**src/rtl/kgd_blitter.sv**
```systemverilog
// kgd_blitter: Wishbone-programmed rectangle fill engine that drives the KGD register port as a bus master.
// Build option KGD_BLT_XOR_EN adds a per-byte read-modify-write (PAT ^ existing byte) selected by CSR.b1.
module kgd_blitter #(
   parameter int         STRIDE  = 50,
   parameter int         GAP     = 2,
   parameter logic [2:0] KGD_ADR = 3'b000
) (
   input  logic        wb_clk_i,
   input  logic        wb_rst_i,
   input  logic [2:0]  wb_adr_i,
   input  logic [15:0] wb_dat_i,
   output logic [15:0] wb_dat_o,
   input  logic        wb_cyc_i,
   input  logic        wb_stb_i,
   input  logic        wb_we_i,
   input  logic [1:0]  wb_sel_i,
   output logic        wb_ack_o,
   output logic [2:0]  m_adr_o,
   output logic [15:0] m_dat_o,
   input  logic [15:0] m_dat_i,
   output logic        m_cyc_o,
   output logic        m_stb_o,
   output logic        m_we_o,
   output logic [1:0]  m_sel_o,
   input  logic        m_ack_i,
   output logic        irq_o
);
   localparam int GW = (GAP > 1) ? $clog2(GAP) : 1;

`ifdef KGD_BLT_XOR_EN
   typedef enum logic [2:0] {IDLE, WADR, G1, RD, G3, WDAT, G2, NEXT} state_t;
`else
   typedef enum logic [2:0] {IDLE, WADR, G1, WDAT, G2, NEXT} state_t;
`endif

   state_t        state, nstate;
   logic [GW-1:0] gcnt;
   logic [13:0]   dst, cur, line;
   logic [7:0]    w, h, pat, col, row, wr_byte;
   logic          ie, done, abort_pend, xor_bit;
   logic          busy, acc, wr, csr_wr, cfg_wr, go_req, abort_req, zero, gap_st, gap_end, last;
   logic [15:0]   rd_mux;
   logic          unused_in;

   assign busy      = (state != IDLE);
   assign acc       = wb_cyc_i & wb_stb_i & ~wb_ack_o;
   assign wr        = acc & wb_we_i;
   assign csr_wr    = wr && (wb_adr_i[2:1] == 2'd0);
   assign cfg_wr    = wr & ~busy;
   // ABORT in the same write suppresses GO; ABORT only means something while busy
   assign go_req    = csr_wr & wb_sel_i[0] & wb_dat_i[0] & ~(wb_sel_i[1] & wb_dat_i[14]) & ~busy;
   assign abort_req = csr_wr & wb_sel_i[1] & wb_dat_i[14] & busy;
   assign zero      = (w == 8'd0) || (h == 8'd0);
   assign gap_end   = (gcnt == GW'(GAP - 1));
   assign last      = (col == w - 8'd1) && (row == h - 8'd1);
   assign irq_o     = done & ie;
   assign unused_in = ^{m_dat_i, wb_adr_i[0]};

`ifdef KGD_BLT_XOR_EN
   logic       xor_mode;
   logic [7:0] rd_byte;
   assign xor_bit = xor_mode;
   assign wr_byte = xor_mode ? (pat ^ rd_byte) : pat;
   assign gap_st  = (state == G1) || (state == G3) || (state == G2);

   always_ff @(posedge wb_clk_i or posedge wb_rst_i) begin
      if (wb_rst_i) begin
         xor_mode <= 1'b0;
         rd_byte  <= 8'h00;
      end else begin
         if (csr_wr && wb_sel_i[0]) xor_mode <= wb_dat_i[1];
         if (state == RD && m_ack_i) rd_byte <= m_dat_i[7:0];
      end
   end
`else
   assign xor_bit = 1'b0;
   assign wr_byte = pat;
   assign gap_st  = (state == G1) || (state == G2);
`endif

   always_comb begin
      rd_mux = 16'h0000;
      case (wb_adr_i[2:1])
         2'd0: rd_mux = {busy, 7'b0, done, ie, 4'b0, xor_bit, 1'b0};
         2'd1: rd_mux = {2'b00, dst};
         2'd2: rd_mux = {h, w};
         default: rd_mux = {8'h00, pat};
      endcase
   end

   always_ff @(posedge wb_clk_i or posedge wb_rst_i) begin
      if (wb_rst_i) begin
         state      <= IDLE;
         wb_ack_o   <= 1'b0;
         wb_dat_o   <= 16'h0000;
         dst        <= '0;
         cur        <= '0;
         line       <= '0;
         w          <= '0;
         h          <= '0;
         pat        <= '0;
         col        <= '0;
         row        <= '0;
         ie         <= 1'b0;
         done       <= 1'b0;
         abort_pend <= 1'b0;
         gcnt       <= '0;
      end else begin
         state    <= nstate;
         wb_ack_o <= wb_cyc_i & wb_stb_i & ~wb_ack_o;
         if (acc) wb_dat_o <= rd_mux;
         if (cfg_wr && wb_adr_i[2:1] == 2'd1) begin
            if (wb_sel_i[0]) dst[7:0]  <= wb_dat_i[7:0];
            if (wb_sel_i[1]) dst[13:8] <= wb_dat_i[13:8];
         end
         if (cfg_wr && wb_adr_i[2:1] == 2'd2) begin
            if (wb_sel_i[0]) w <= wb_dat_i[7:0];
            if (wb_sel_i[1]) h <= wb_dat_i[15:8];
         end
         if (cfg_wr && wb_adr_i[2:1] == 2'd3 && wb_sel_i[0]) pat <= wb_dat_i[7:0];
         if (csr_wr && wb_sel_i[0]) begin
            ie <= wb_dat_i[6];
            if (wb_dat_i[7]) done <= 1'b0;
         end
         if (abort_req) abort_pend <= 1'b1;
         if (go_req) begin
            done       <= zero;
            cur        <= dst;
            line       <= dst;
            col        <= '0;
            row        <= '0;
            abort_pend <= 1'b0;
         end
         gcnt <= (gap_st && !gap_end) ? gcnt + 1'b1 : '0;
         if (state == NEXT) begin
            if (col == w - 8'd1) begin
               col  <= '0;
               row  <= row + 8'd1;
               line <= line + 14'(STRIDE);
               cur  <= line + 14'(STRIDE);
            end else begin
               col <= col + 8'd1;
               cur <= cur + 14'd1;
            end
            if (nstate == IDLE) begin
               done       <= 1'b1;
               abort_pend <= 1'b0;
            end
         end
      end
   end

   // abort is honoured at the byte boundary so KGD never holds an address without its data
   always_comb begin
      nstate  = state;
      m_cyc_o = 1'b0;
      m_stb_o = 1'b0;
      m_we_o  = 1'b0;
      m_adr_o = 3'b000;
      m_dat_o = 16'h0000;
      m_sel_o = 2'b00;
      case (state)
         IDLE: if (go_req && !zero) nstate = WADR;
         WADR: begin
            m_cyc_o = 1'b1;
            m_stb_o = 1'b1;
            m_we_o  = 1'b1;
            m_adr_o = KGD_ADR | 3'b100;
            m_dat_o = {2'b00, cur};
            m_sel_o = 2'b11;
            if (m_ack_i) nstate = G1;
         end
`ifdef KGD_BLT_XOR_EN
         G1: if (gap_end) nstate = xor_mode ? RD : WDAT;
         RD: begin
            m_cyc_o = 1'b1;
            m_stb_o = 1'b1;
            m_adr_o = KGD_ADR | 3'b010;
            m_sel_o = 2'b01;
            if (m_ack_i) nstate = G3;
         end
         G3: if (gap_end) nstate = WDAT;
`else
         G1: if (gap_end) nstate = WDAT;
`endif
         WDAT: begin
            m_cyc_o = 1'b1;
            m_stb_o = 1'b1;
            m_we_o  = 1'b1;
            m_adr_o = KGD_ADR | 3'b010;
            m_dat_o = {8'h00, wr_byte};
            m_sel_o = 2'b01;
            if (m_ack_i) nstate = G2;
         end
         G2: if (gap_end) nstate = NEXT;
         NEXT: nstate = (abort_pend || last) ? IDLE : WADR;
         default: nstate = IDLE;
      endcase
   end
endmodule

```
**config.mk**
```make
export PLATFORM = sky130hd
export DESIGN_NAME = kgd_blitter
export DESIGN_NICKNAME = d
export VERILOG_FILES = /design/src/rtl/kgd_blitter.sv
export SDC_FILE = /design/constraint.sdc
export NUM_CORES = 1
export LEC_CHECK = 0
export CORE_MARGIN = 1.5
export CORE_UTILIZATION = 55
export DETAILED_ROUTE_END_ITERATION = 10
export PLACE_DENSITY = 0.88
export SYNTH_ARGS = -nofsm -noshare
export SYNTH_HDL_FRONTEND = slang
export SYNTH_SLANG_ARGS = --single-unit
```
**constraint.sdc**
```tcl
create_clock -name wb_clk_i -period 10 [get_ports wb_clk_i]
set_input_delay 1.5 -clock wb_clk_i [delete_from_list [all_inputs] [get_ports wb_clk_i]]
set_output_delay 1.5 -clock wb_clk_i [all_outputs]
set_load 0.02 [all_outputs]
```
==> results of run 1 <==
[layout by cell type, fill, tap and decap left out, types with 5 or more instances in the layout]
master and count:
sky130_fd_sc_hd__a21o_1 6, sky130_fd_sc_hd__a21oi_1 10, sky130_fd_sc_hd__a22oi_1 17, sky130_fd_sc_hd__a31oi_1 6, sky130_fd_sc_hd__and2_1 7, sky130_fd_sc_hd__and3_1 20
sky130_fd_sc_hd__buf_4 6, sky130_fd_sc_hd__clkbuf_16 9, sky130_fd_sc_hd__clkdlybuf4s50_1 64, sky130_fd_sc_hd__dfrtp_1 106, sky130_fd_sc_hd__ha_1 8, sky130_fd_sc_hd__inv_1 12
sky130_fd_sc_hd__mux2_2 40, sky130_fd_sc_hd__mux2i_1 24, sky130_fd_sc_hd__nand2_1 79, sky130_fd_sc_hd__nand2b_1 6, sky130_fd_sc_hd__nand3_1 21, sky130_fd_sc_hd__nand3b_1 5
sky130_fd_sc_hd__nand4_1 9, sky130_fd_sc_hd__nor2_1 45, sky130_fd_sc_hd__nor2b_1 10, sky130_fd_sc_hd__nor3_1 9, sky130_fd_sc_hd__o21ai_0 40, sky130_fd_sc_hd__o21ai_1 9
sky130_fd_sc_hd__or2_2 6, sky130_fd_sc_hd__xnor2_1 19, sky130_fd_sc_hd__xor2_1 20
[state kept, by name, indices dropped and copies added (netlist names)]
name        flops
h               8
line           14
wb_dat_o       16
abort_pend      1
state           3
col             8
ie              1
pat             8
dst            14
cur            14
done            1
w               8
gap_end         1
row             8
wb_ack_o        1
[through the flow]
step | worst slack (ns) | hold slack, ns | cells | total power (W) | instance area, sq um
after floorplan | 5.71 | 0.407 | 642 | 0.00119 | 6200
after global placement | 5.52 | 0.416 | 815 | 0.00136 | 6870
after detailed placement | 5.42 | 0.437 | 815 | 0.00140 | 6870
after CTS | 5.76 | 0.448 | 831 | 0.00175 | 7140
after global routing | 5.49 | 0.453 | 831 | 0.00185 | 7140
final | 5.75 | 0.447 | 831 | 0.00175 | 7140
[routing by layer]
layer | wire length [um] | up-vias | track usage (%)
li1 | - | 2378 | -
met1 | 6240 | 2568 | 32.9
met2 | 7830 | 169 | 46.6
met3 | 745 | 37 | 4.90
met4 | 580 | 0 | 11.8
met5 | 0 | - | 0
[power groups by stage]
stage	clock network [W]	logic, W	registers, W
after CTS	0.000341	0.000670	0.000734
after floorplan	0	0.000509	0.000677
after detailed placement	0	0.000662	0.000742
after global placement	0	0.000632	0.000730
after global routing	0.000358	0.000736	0.000757
final	0.000341	0.000669	0.000740
[cell usage after synthesis, types with 8 or more instances]
master / count / area, sq um
sky130_fd_sc_hd__o21ai_1: 9 / 45.0
sky130_fd_sc_hd__nand3_1: 21 / 105
sky130_fd_sc_hd__ha_1: 8 / 100
sky130_fd_sc_hd__nor2b_1: 10 / 62.6
sky130_fd_sc_hd__xnor2_1: 19 / 166
sky130_fd_sc_hd__buf_4: 8 / 60.1
sky130_fd_sc_hd__dfrtp_1: 106 / 2650
sky130_fd_sc_hd__nand2_1: 79 / 297
sky130_fd_sc_hd__mux2i_1: 24 / 240
sky130_fd_sc_hd__xor2_1: 20 / 175
sky130_fd_sc_hd__nand4_1: 9 / 56.3
sky130_fd_sc_hd__nor2_1: 45 / 169
sky130_fd_sc_hd__inv_1: 13 / 48.8
sky130_fd_sc_hd__a22oi_1: 17 / 128
sky130_fd_sc_hd__clkbuf_1: 21 / 78.8
sky130_fd_sc_hd__nor3_1: 9 / 45.0
sky130_fd_sc_hd__mux2_2: 40 / 450
sky130_fd_sc_hd__o21ai_0: 40 / 200
sky130_fd_sc_hd__a21oi_1: 10 / 50.1
sky130_fd_sc_hd__and3_1: 20 / 125
[worst max-delay path: cells and delay by family]
family	cells	cell delay [ns]
buf+inv	1	0.46
compound gates	2	0.35
simple gates	4	2.17
[logic make-up (layout without fill, tap and decap cells)]
| kind of cell | Yosys count | after routing | share of synthesized area [%] |
|---|---|---|---|
| DFF | 106 | 106 | 42.8 |
| other | 1 | 3 | 0.0605 |
| buffers and inverters | 51 | 100 | 4.12 |
| xor gates and xnor gates | 39 | 39 | 5.51 |
| and+or+nand+nor | 238 | 238 | 19.3 |
| muxes | 66 | 66 | 11.9 |
| adders and majority gates | 8 | 8 | 1.62 |
| AOI/OAI and AO/OA | 131 | 131 | 14.7 |
[path summary, 6_finish.rpt]
path | endpoint | slack [ns] | depth (start not counted) | startpoint
min | gap_end$_DFF_PP0_ | 0.45 | 1 | gap_end$_DFF_PP0_
max in group asynchronous | row[2]$_DFF_PP0_ | 7.25 | 3 | wb_rst_i
min reg2reg | gap_end$_DFF_PP0_ | 0.45 | 1 | gap_end$_DFF_PP0_
max | col[2]$_DFFE_PP0P_ | 5.75 | 7 | wb_stb_i
max reg2reg | col[2]$_DFFE_PP0P_ | 6.92 | 6 | wb_ack_o$_DFF_PP0_
min in group asynchronous | col[1]$_DFFE_PP0P_ | 1.56 | 2 | wb_rst_i
[area by class of cell]
class | instances | share of cell area [%]
Clock inverter | 6 | 0.683
Tap cell | 140 | 2.45
Clock buffer | 10 | 3.21
Timing Repair Buffer | 70 | 9.60
Multi-Input combinational cell | 485 | 46.2
Sequential cell | 106 | 37.1
Inverter | 14 | 0.771
==> run summary, run 1 <==
Starting DRC count in detailed routing = 401
Post-synthesis register bit count = 106
Die outline height = 109 um
Number of detailed-route iterations in the first pass = 7
Inserted Clock Buffers = 9
Setup Buffers After CTS = 0
Die X = 109 um
Antenna violations before repair = 0
Sequential element share of the synthesized area = 42.8%
Fraction of layout instances using a drive strength above 1 = 11.7%
GP Congestion = 0.900
Kind of start point of the critical path = primary input
Area added between synthesis and finish = 15.3%
Async set-reset flop share out of synthesis = 100%
Initial core utilization = 56.7%
Rows = 38
Final routed wire length divided by cell count = 18.5 um
Final routed wirelength across all metal layers = 15400 um
Quantity of hold-fixing buffers added after cts = 0
Core box area = 10900 sq um
Clock transition at the register clock pins on the worst setup and hold paths after CTS = 0.08 ns
TritonCTS Sinks = 106
Global-route congestion overflow total = 0
Register share of total power = 42.3%
Critical Setup Path Class = primary input to flip-flop
Avg Vias per Cell = 6.20
Clock tree from TritonCTS = done
Endpoint arrival time on the critical path = 4.50 ns
Net total in the final layout = 737
Die area = 11900 sq um
Total internal power = 0.00105 W
Tightest Pin Transition = 1.10 ns
Per-instance average area after synthesis = 9.68 sq um
Time the final worst path needs with I/O delays and setup = 4.25 ns
Number of port buffers = 64
Logic gate share of total power = 38.2%
Clock root cell = sky130_fd_sc_hd__clkbuf_16
Max-cap violations = 0
Syn. warnings = 0
Pin count of the biggest net entering global routing = 61
HPWL after detailed placement = 11100 um
Cell variety after synth = 67
VDD IR-drop max = 0.132 mV
Crit path top cell by count = sky130_fd_sc_hd__nand2_1
Post-DRT Antenna Nets = 0
Number of gates given a new drive strength after cts = 0
Insertion delay of the later-clocked pin in the worst-skew pair = 0.36 ns
Post-synthesis instance area = 6200 sq um
Total count of max-transition violations in the final report = 0
Slowest-stage cell, CP = sky130_fd_sc_hd__nand3b_1
Path class of the lowest-slack min-delay path = flip-flop to flip-flop
N_diodes = 0
Part of the total power dissipated in the clock network = 19.5%
Setup Viol. Count Final = 0
Number of global-route vias before repair = 5062
Setup clock skew after layout = 0.0120 ns
Gate count of the mapped netlist = 640
Post-detailed-route DRC marker count = 0
Max Fclk = 235 MHz
Total I/O pin count = 85
Fin crit share = 42.5%
Power per standard cell area = 245 nW/um^2
Overall routing resource usage = 27.0%
Worst stage delay on the critical path = 0.74 ns
Post-synth EDFFs = 0
H-tree depth reported by CTS = 3
Final cell utilization of the core = 65.3%
Outcome = finished, final reports clean
Pleak = 3.17 nW
Top flip-flop cell by instance count after synthesis = sky130_fd_sc_hd__dfrtp_1
Setup repair after global routing missed its margin = no
CP Data Required Time = 10.25 ns
Layout fillers = 850
Normalized max-slew margin = 26.5%
Area of all sequential standard cells = 2650 sq um
First-pass GRT wire length = 24800 um
Proportion of total power due to net switching = 39.9%
Vias = 5152
Total negative setup slack = 0 ns
Cell breakdown of the critical path = clkdlybuf4s50_1, nand3b_1, and3b_1, nand2_1, nand2_1, o31ai_1, a22o_1
Area occupied by multi-input gates = 3300 sq um
Number of hold-slack violations in the final timing report = 0
Worst-path fanout max = 33
Switching Power = 0.000697 W
CTS max path bufs = 2
Endpoint class of the critical path = flip-flop
Note: power is estimated with default switching activity, not from simulation.
==> inputs of run 2 (changes only) <==
Settings changed: CORE_UTILIZATION 55 to 50, PLACE_DENSITY 0.88 to 0.85.
Clock period 10 ns to 3.85 ns, I/O delays scaled along.
==> run 2 against run 1 <==
Clock-buffer cell count grew 1. First-iteration DRC count rose by 13%. Design area up 1.0%. Utilization down 5.5 points. Critical path depth up 1. Hold slack lost 0.0093 ns. Non-clock buffer count rose by 6. Global-route usage down 1.2 points. Combinational power rose to 2.6 times the previous value.
==> run summary, run 2 (synthesized netlist as in run 1, its figures left out) <==
Worst stage delay on the critical path = 0.76 ns
First-pass GRT wire length = 26200 um
Vias = 5163
H-tree depth reported by CTS = 3
Max-cap violations = 0
Antenna violations before repair = 0
Dpl cells = 849
Kind of start point of the critical path = flip-flop
Core box area = 12100 sq um
Power per standard cell area = 632 nW/um^2
Quantity of hold-fixing buffers added after cts = 0
Crit path buffers/inverters = 1
Die area = 13100 sq um
Slowest-stage cell, CP = sky130_fd_sc_hd__a211oi_4
Total negative setup slack = 0 ns
Number of global-route vias before repair = 5115
Post-detailed-route DRC marker count = 0
Pleak = 3.20 nW
Cell class contributing the biggest share of worst-path delay = compound AO/OA/AOI/OAI gates
Area added between synthesis and finish = 16.5%
Global-route congestion overflow total = 0
Setup clock skew after layout = 0.0111 ns
Normalized max-slew margin = 34.8%
Clock root cell = sky130_fd_sc_hd__clkbuf_16
Number of detailed-route iterations in the first pass = 5
Final routed wirelength across all metal layers = 16100 um
Outcome = finished, final reports clean
Time the final worst path needs with I/O delays and setup = 3.19 ns
Number of gates given a new drive strength after cts = 0
Final Instance Count excl. Fillers = 865
Fraction of layout instances using a drive strength above 1 = 12.3%
Setup Buffers After CTS = 0
Rows = 40
N_diodes = 0
Insertion delay of the later-clocked pin in the worst-skew pair = 0.36 ns
Die X = 114 um
Setup repair after global routing missed its margin = no
Avg Vias per Cell = 5.97
HPWL after detailed placement = 11600 um
Tightest Pin Transition = 0.970 ns
Max Fclk = 314 MHz
Most frequent standard cell in the layout excluding fill and tap cells = sky130_fd_sc_hd__dfrtp_1
Total I/O pin count = 85
Worst-path fanout max = 18
Clock tree from TritonCTS = done
Initial core utilization = 51.4%
Cell breakdown of the critical path = inv_1, ha_1, o21bai_1, a2111oi_1, a311oi_2, a211oi_4, nor2_1, a211o_1
Layout fillers = 962
VDD IR-drop max = 0.252 mV
Number of hold-slack violations in the final timing report = 0
Register ranked first by flip-flop count = wb_dat_o
Post-DRT Antenna Nets = 0
Net total in the final layout = 743
Setup Viol. Count Final = 0
TritonCTS Sinks = 106
Number of port buffers = 64
Endpoint class of the critical path = flip-flop
Number of flip-flops under the largest register name = 16
Pin count of the biggest net entering global routing = 63
GP Congestion = 0.889
Starting DRC count in detailed routing = 453
Final routed wire length divided by cell count = 18.7 um
Highest-count cells in the layout ignoring fill and taps = 106 x sky130_fd_sc_hd__dfrtp_1, 79 x sky130_fd_sc_hd__nand2_1, 64 x sky130_fd_sc_hd__clkdlybuf4s50_1
Path class of the lowest-slack min-delay path = flip-flop to flip-flop
Overall routing resource usage = 25.8%
Die outline height = 114 um
Fin crit share = 82.8%
Critical Setup Path Class = flip-flop to flip-flop
Total count of max-transition violations in the final report = 0
Inserted Clock Buffers = 9
CP Data Required Time = 4.09 ns
CTS max path bufs = 2
Endpoint arrival time on the critical path = 3.43 ns
Clock transition at the register clock pins on the worst setup and hold paths after CTS = 0.08 ns
==> run 2: routing by layer <==
metal  track usage, %  up-vias  wire, um
met2             44.7      194      8220
li1                 -     2386         -
met3             3.97       44       842
met1             31.5     2539      6520
met5                0        -         0
met4             12.4        0       560
==> run 2: stage by stage <==
stage,total power [W],utilization [%],hold slack [ns],setup WS [ns],instance area (sq um)
detailed placement,0.00366,57.6,0.431,0.750,6950
floorplan,0.00308,-,0.407,0.484,6200
global placement,0.00356,57.6,0.416,0.868,6950
finish,0.00456,59.8,0.438,0.661,7220
global route,0.00481,59.8,0.455,0.485,7220
CTS,0.00454,59.8,0.439,0.722,7220
==> run 2: final cells by class <==
| class | instances | area (sq um) | area share (%) |
|---|---|---|---|
| inverter | 14 | 55.1 | 0.763 |
| clock inverter | 5 | 38.8 | 0.537 |
| clock buffer | 11 | 233 | 3.22 |
| sequential | 106 | 2650 | 36.8 |
| timing repair buffer | 76 | 731 | 10.1 |
| multi-input combinational | 485 | 3300 | 45.7 |
| tap | 168 | 210 | 2.91 |
==> run 2: where the power goes <==
part           internal [W]  switching (W)
clock              0.000445       0.000432
combinational      0.000856       0.000894
sequential          0.00143       0.000503
==> run 2: path summary, 6_finish.rpt <==
path	start	end	slack [ns]	cells after the start
setup / recovery	w[0]$_DFFE_PP0P_	row[5]$_DFF_PP0_	0.66	8
hold / removal	gap_end$_DFF_PP0_	gap_end$_DFF_PP0_	0.44	1
setup reg to reg	w[0]$_DFFE_PP0P_	row[5]$_DFF_PP0_	0.66	8
hold reg to reg	gap_end$_DFF_PP0_	gap_end$_DFF_PP0_	0.44	1
max in group asynchronous	wb_rst_i	cur[13]$_DFFE_PP0P_	2.29	3
min in group asynchronous	wb_rst_i	col[0]$_DFFE_PP0P_	0.70	2
==> inputs of run 3 (changes only) <==
Settings changed: CORE_UTILIZATION 50 to 55, PLACE_DENSITY 0.85 to 0.88.
Clock period 3.85 ns to 2.97 ns, I/O delays scaled along.
==> run 3 against run 2 <==
Hold slack got worse by 0.0094 ns. Clock skew fell by 0.00089 ns. Power is 32% higher. Critical path type unchanged. Critical endpoint is now cur[10]$_DFFE_PP0P_. Largest cell class unchanged. Largest power group unchanged.
==> run summary, run 3 (synthesized netlist as in run 1, its figures left out) <==
Outcome = finished, final reports clean
Rows = 38
CTS max path bufs = 2
Kind of start point of the critical path = flip-flop
Clock tree from TritonCTS = done
GP Congestion = 0.887
Die area = 11900 sq um
H-tree depth reported by CTS = 3
TritonCTS Sinks = 106
Setup clock skew after layout = 0.0102 ns
Number of flip-flops under the largest register name = 16
Endpoint class of the critical path = flip-flop
Total I/O pin count = 85
Area occupied by multi-input gates = 3300 sq um
Post-detailed-route DRC marker count = 0
Net total in the final layout = 755
Most frequent standard cell in the layout excluding fill and tap cells = sky130_fd_sc_hd__dfrtp_1
Tightest Pin Transition = 0.808 ns
Die outline height = 109 um
VDD IR-drop max = 0.566 mV
Number of port buffers = 64
Startpoint of the worst register-to-register path = w[0]$_DFFE_PP0P_
Post-DRT Antenna Nets = 0
Worst reg-to-reg path cell count = 9
Area of all sequential standard cells = 2650 sq um
Pleak = 3.27 nW
Critical Setup Path Class = flip-flop to flip-flop
Global-route congestion overflow total = 0
Max-cap violations = 0
Time the final worst path needs with I/O delays and setup = 2.85 ns
Final routed wire length divided by cell count = 19.6 um
Final routed wirelength across all metal layers = 16600 um
Capture endpoint of the worst hold path = gap_end$_DFF_PP0_
N_diodes = 0
HPWL after detailed placement = 11800 um
Die X = 109 um
Register ranked first by flip-flop count = wb_dat_o
Area added between synthesis and finish = 18.2%
Path class of the lowest-slack min-delay path = flip-flop to flip-flop
First-pass GRT wire length = 26300 um
Antenna violations before repair = 0
Endpoint arrival time on the critical path = 3.14 ns
Total design power = 0.00603 W
Avg Vias per Cell = 6.38
Vias = 5418
CP Data Required Time = 3.26 ns
Setup Viol. Count Final = 0
Overall routing resource usage = 28.8%
Fin crit share = 95.9%
Pin count of the biggest net entering global routing = 107
Clock transition at the register clock pins on the worst setup and hold paths after CTS = 0.07 ns
Inserted Clock Buffers = 9
Number of hold-slack violations in the final timing report = 0
Total negative setup slack = 0 ns
Fraction of layout instances using a drive strength above 1 = 14.2%
Number of detailed-route iterations in the first pass = 5
Initial core utilization = 56.7%
Normalized max-slew margin = 45.8%
Core box area = 10900 sq um
Hold path startpoint = gap_end$_DFF_PP0_
Clock root cell = sky130_fd_sc_hd__clkbuf_16
Layout fillers = 817
Total count of max-transition violations in the final report = 0
R2R Setup Slk = 0.12 ns
Max Fclk = 351 MHz
Starting DRC count in detailed routing = 483
Highest-count cells in the layout ignoring fill and taps = 106 x sky130_fd_sc_hd__dfrtp_1, 79 x sky130_fd_sc_hd__nand2_1, 64 x sky130_fd_sc_hd__clkdlybuf4s50_1
Number of global-route vias before repair = 5329
Capture point of the worst reg-to-reg path = cur[10]$_DFFE_PP0P_
Power per standard cell area = 824 nW/um^2
Insertion delay of the later-clocked pin in the worst-skew pair = 0.35 ns
Worst-path fanout max = 23
Setup repair after global routing missed its margin = no
Number of cells on the worst hold path = 1
## run 3: final cells by class
cell class	instances	area share [%]
flip-flops and latches	106	36.2
inverters	14	0.769
clock inverters	7	0.820
repair buffers	88	11.7
multi-input cells	485	45.1
well taps	140	2.39
clock buffers	9	3.07
## run 3: what timing repair did
action,CTS,global route
setup endpoints to repair,0,10
buffers inserted,0,0
hold buffers,0,0
gates resized for setup,0,3
## run 3: layer usage
layer / routed length, um / GRT usage [%] / vias up
li1: - / - / 2413
met1: 6560 / 34.5 / 2669
met2: 8240 / 48.6 / 269
met3: 1010 / 6.58 / 67
met4: 792 / 14.4 / 0
met5: 0 / 0 / -
## run 3: critical path, cell delays in order (launching register included)
cell and delay, ns:
sky130_fd_sc_hd__dfrtp_1 0.46, sky130_fd_sc_hd__inv_1 0.13, sky130_fd_sc_hd__ha_1 0.32, sky130_fd_sc_hd__o21bai_1 0.22, sky130_fd_sc_hd__a2111oi_2 0.43, sky130_fd_sc_hd__a311oi_2 0.13
sky130_fd_sc_hd__a211oi_4 0.44, sky130_fd_sc_hd__buf_8 0.23, sky130_fd_sc_hd__mux2_2 0.34, sky130_fd_sc_hd__nand2_1 0.07
## run 3: where the power goes
part | internal, W | leakage [nW] | switching, W | total [W]
clock network | 0.000584 | 0.137 | 0.000577 | 0.00116
logic | 0.00114 | 1.83 | 0.00126 | 0.00240
registers | 0.00185 | 1.30 | 0.000619 | 0.00247
## run 3: worst max-delay path by stage
stage | from | slack [ns] | cells after the start | to
after floorplan | w[0]$_DFFE_PP0P_ | 0.52 | 9 | cur[2]$_DFFE_PP0P_
after global placement | w[0]$_DFFE_PP0P_ | 0.28 | 9 | cur[10]$_DFFE_PP0P_
after detailed placement | w[0]$_DFFE_PP0P_ | 0.15 | 9 | cur[10]$_DFFE_PP0P_
after CTS | w[0]$_DFFE_PP0P_ | 0.07 | 9 | cur[10]$_DFFE_PP0P_
after global routing | w[0]$_DFFE_PP0P_ | 0.008 | 9 | cur[10]$_DFFE_PP0P_
final | w[0]$_DFFE_PP0P_ | 0.12 | 9 | cur[10]$_DFFE_PP0P_
## run 3: per-stage QoR
step	utilization [%]	cells	setup slack (ns)	hold WS (ns)	cell area, sq um
after floorplan	-	642	0.518	0.407	6210
after global placement	64.3	833	0.282	0.416	7030
final	67.0	849	0.120	0.429	7320
after CTS	66.9	849	0.0743	0.431	7310
after global routing	67.0	849	0.00777	0.454	7320
after detailed placement	64.3	833	0.153	0.419	7030
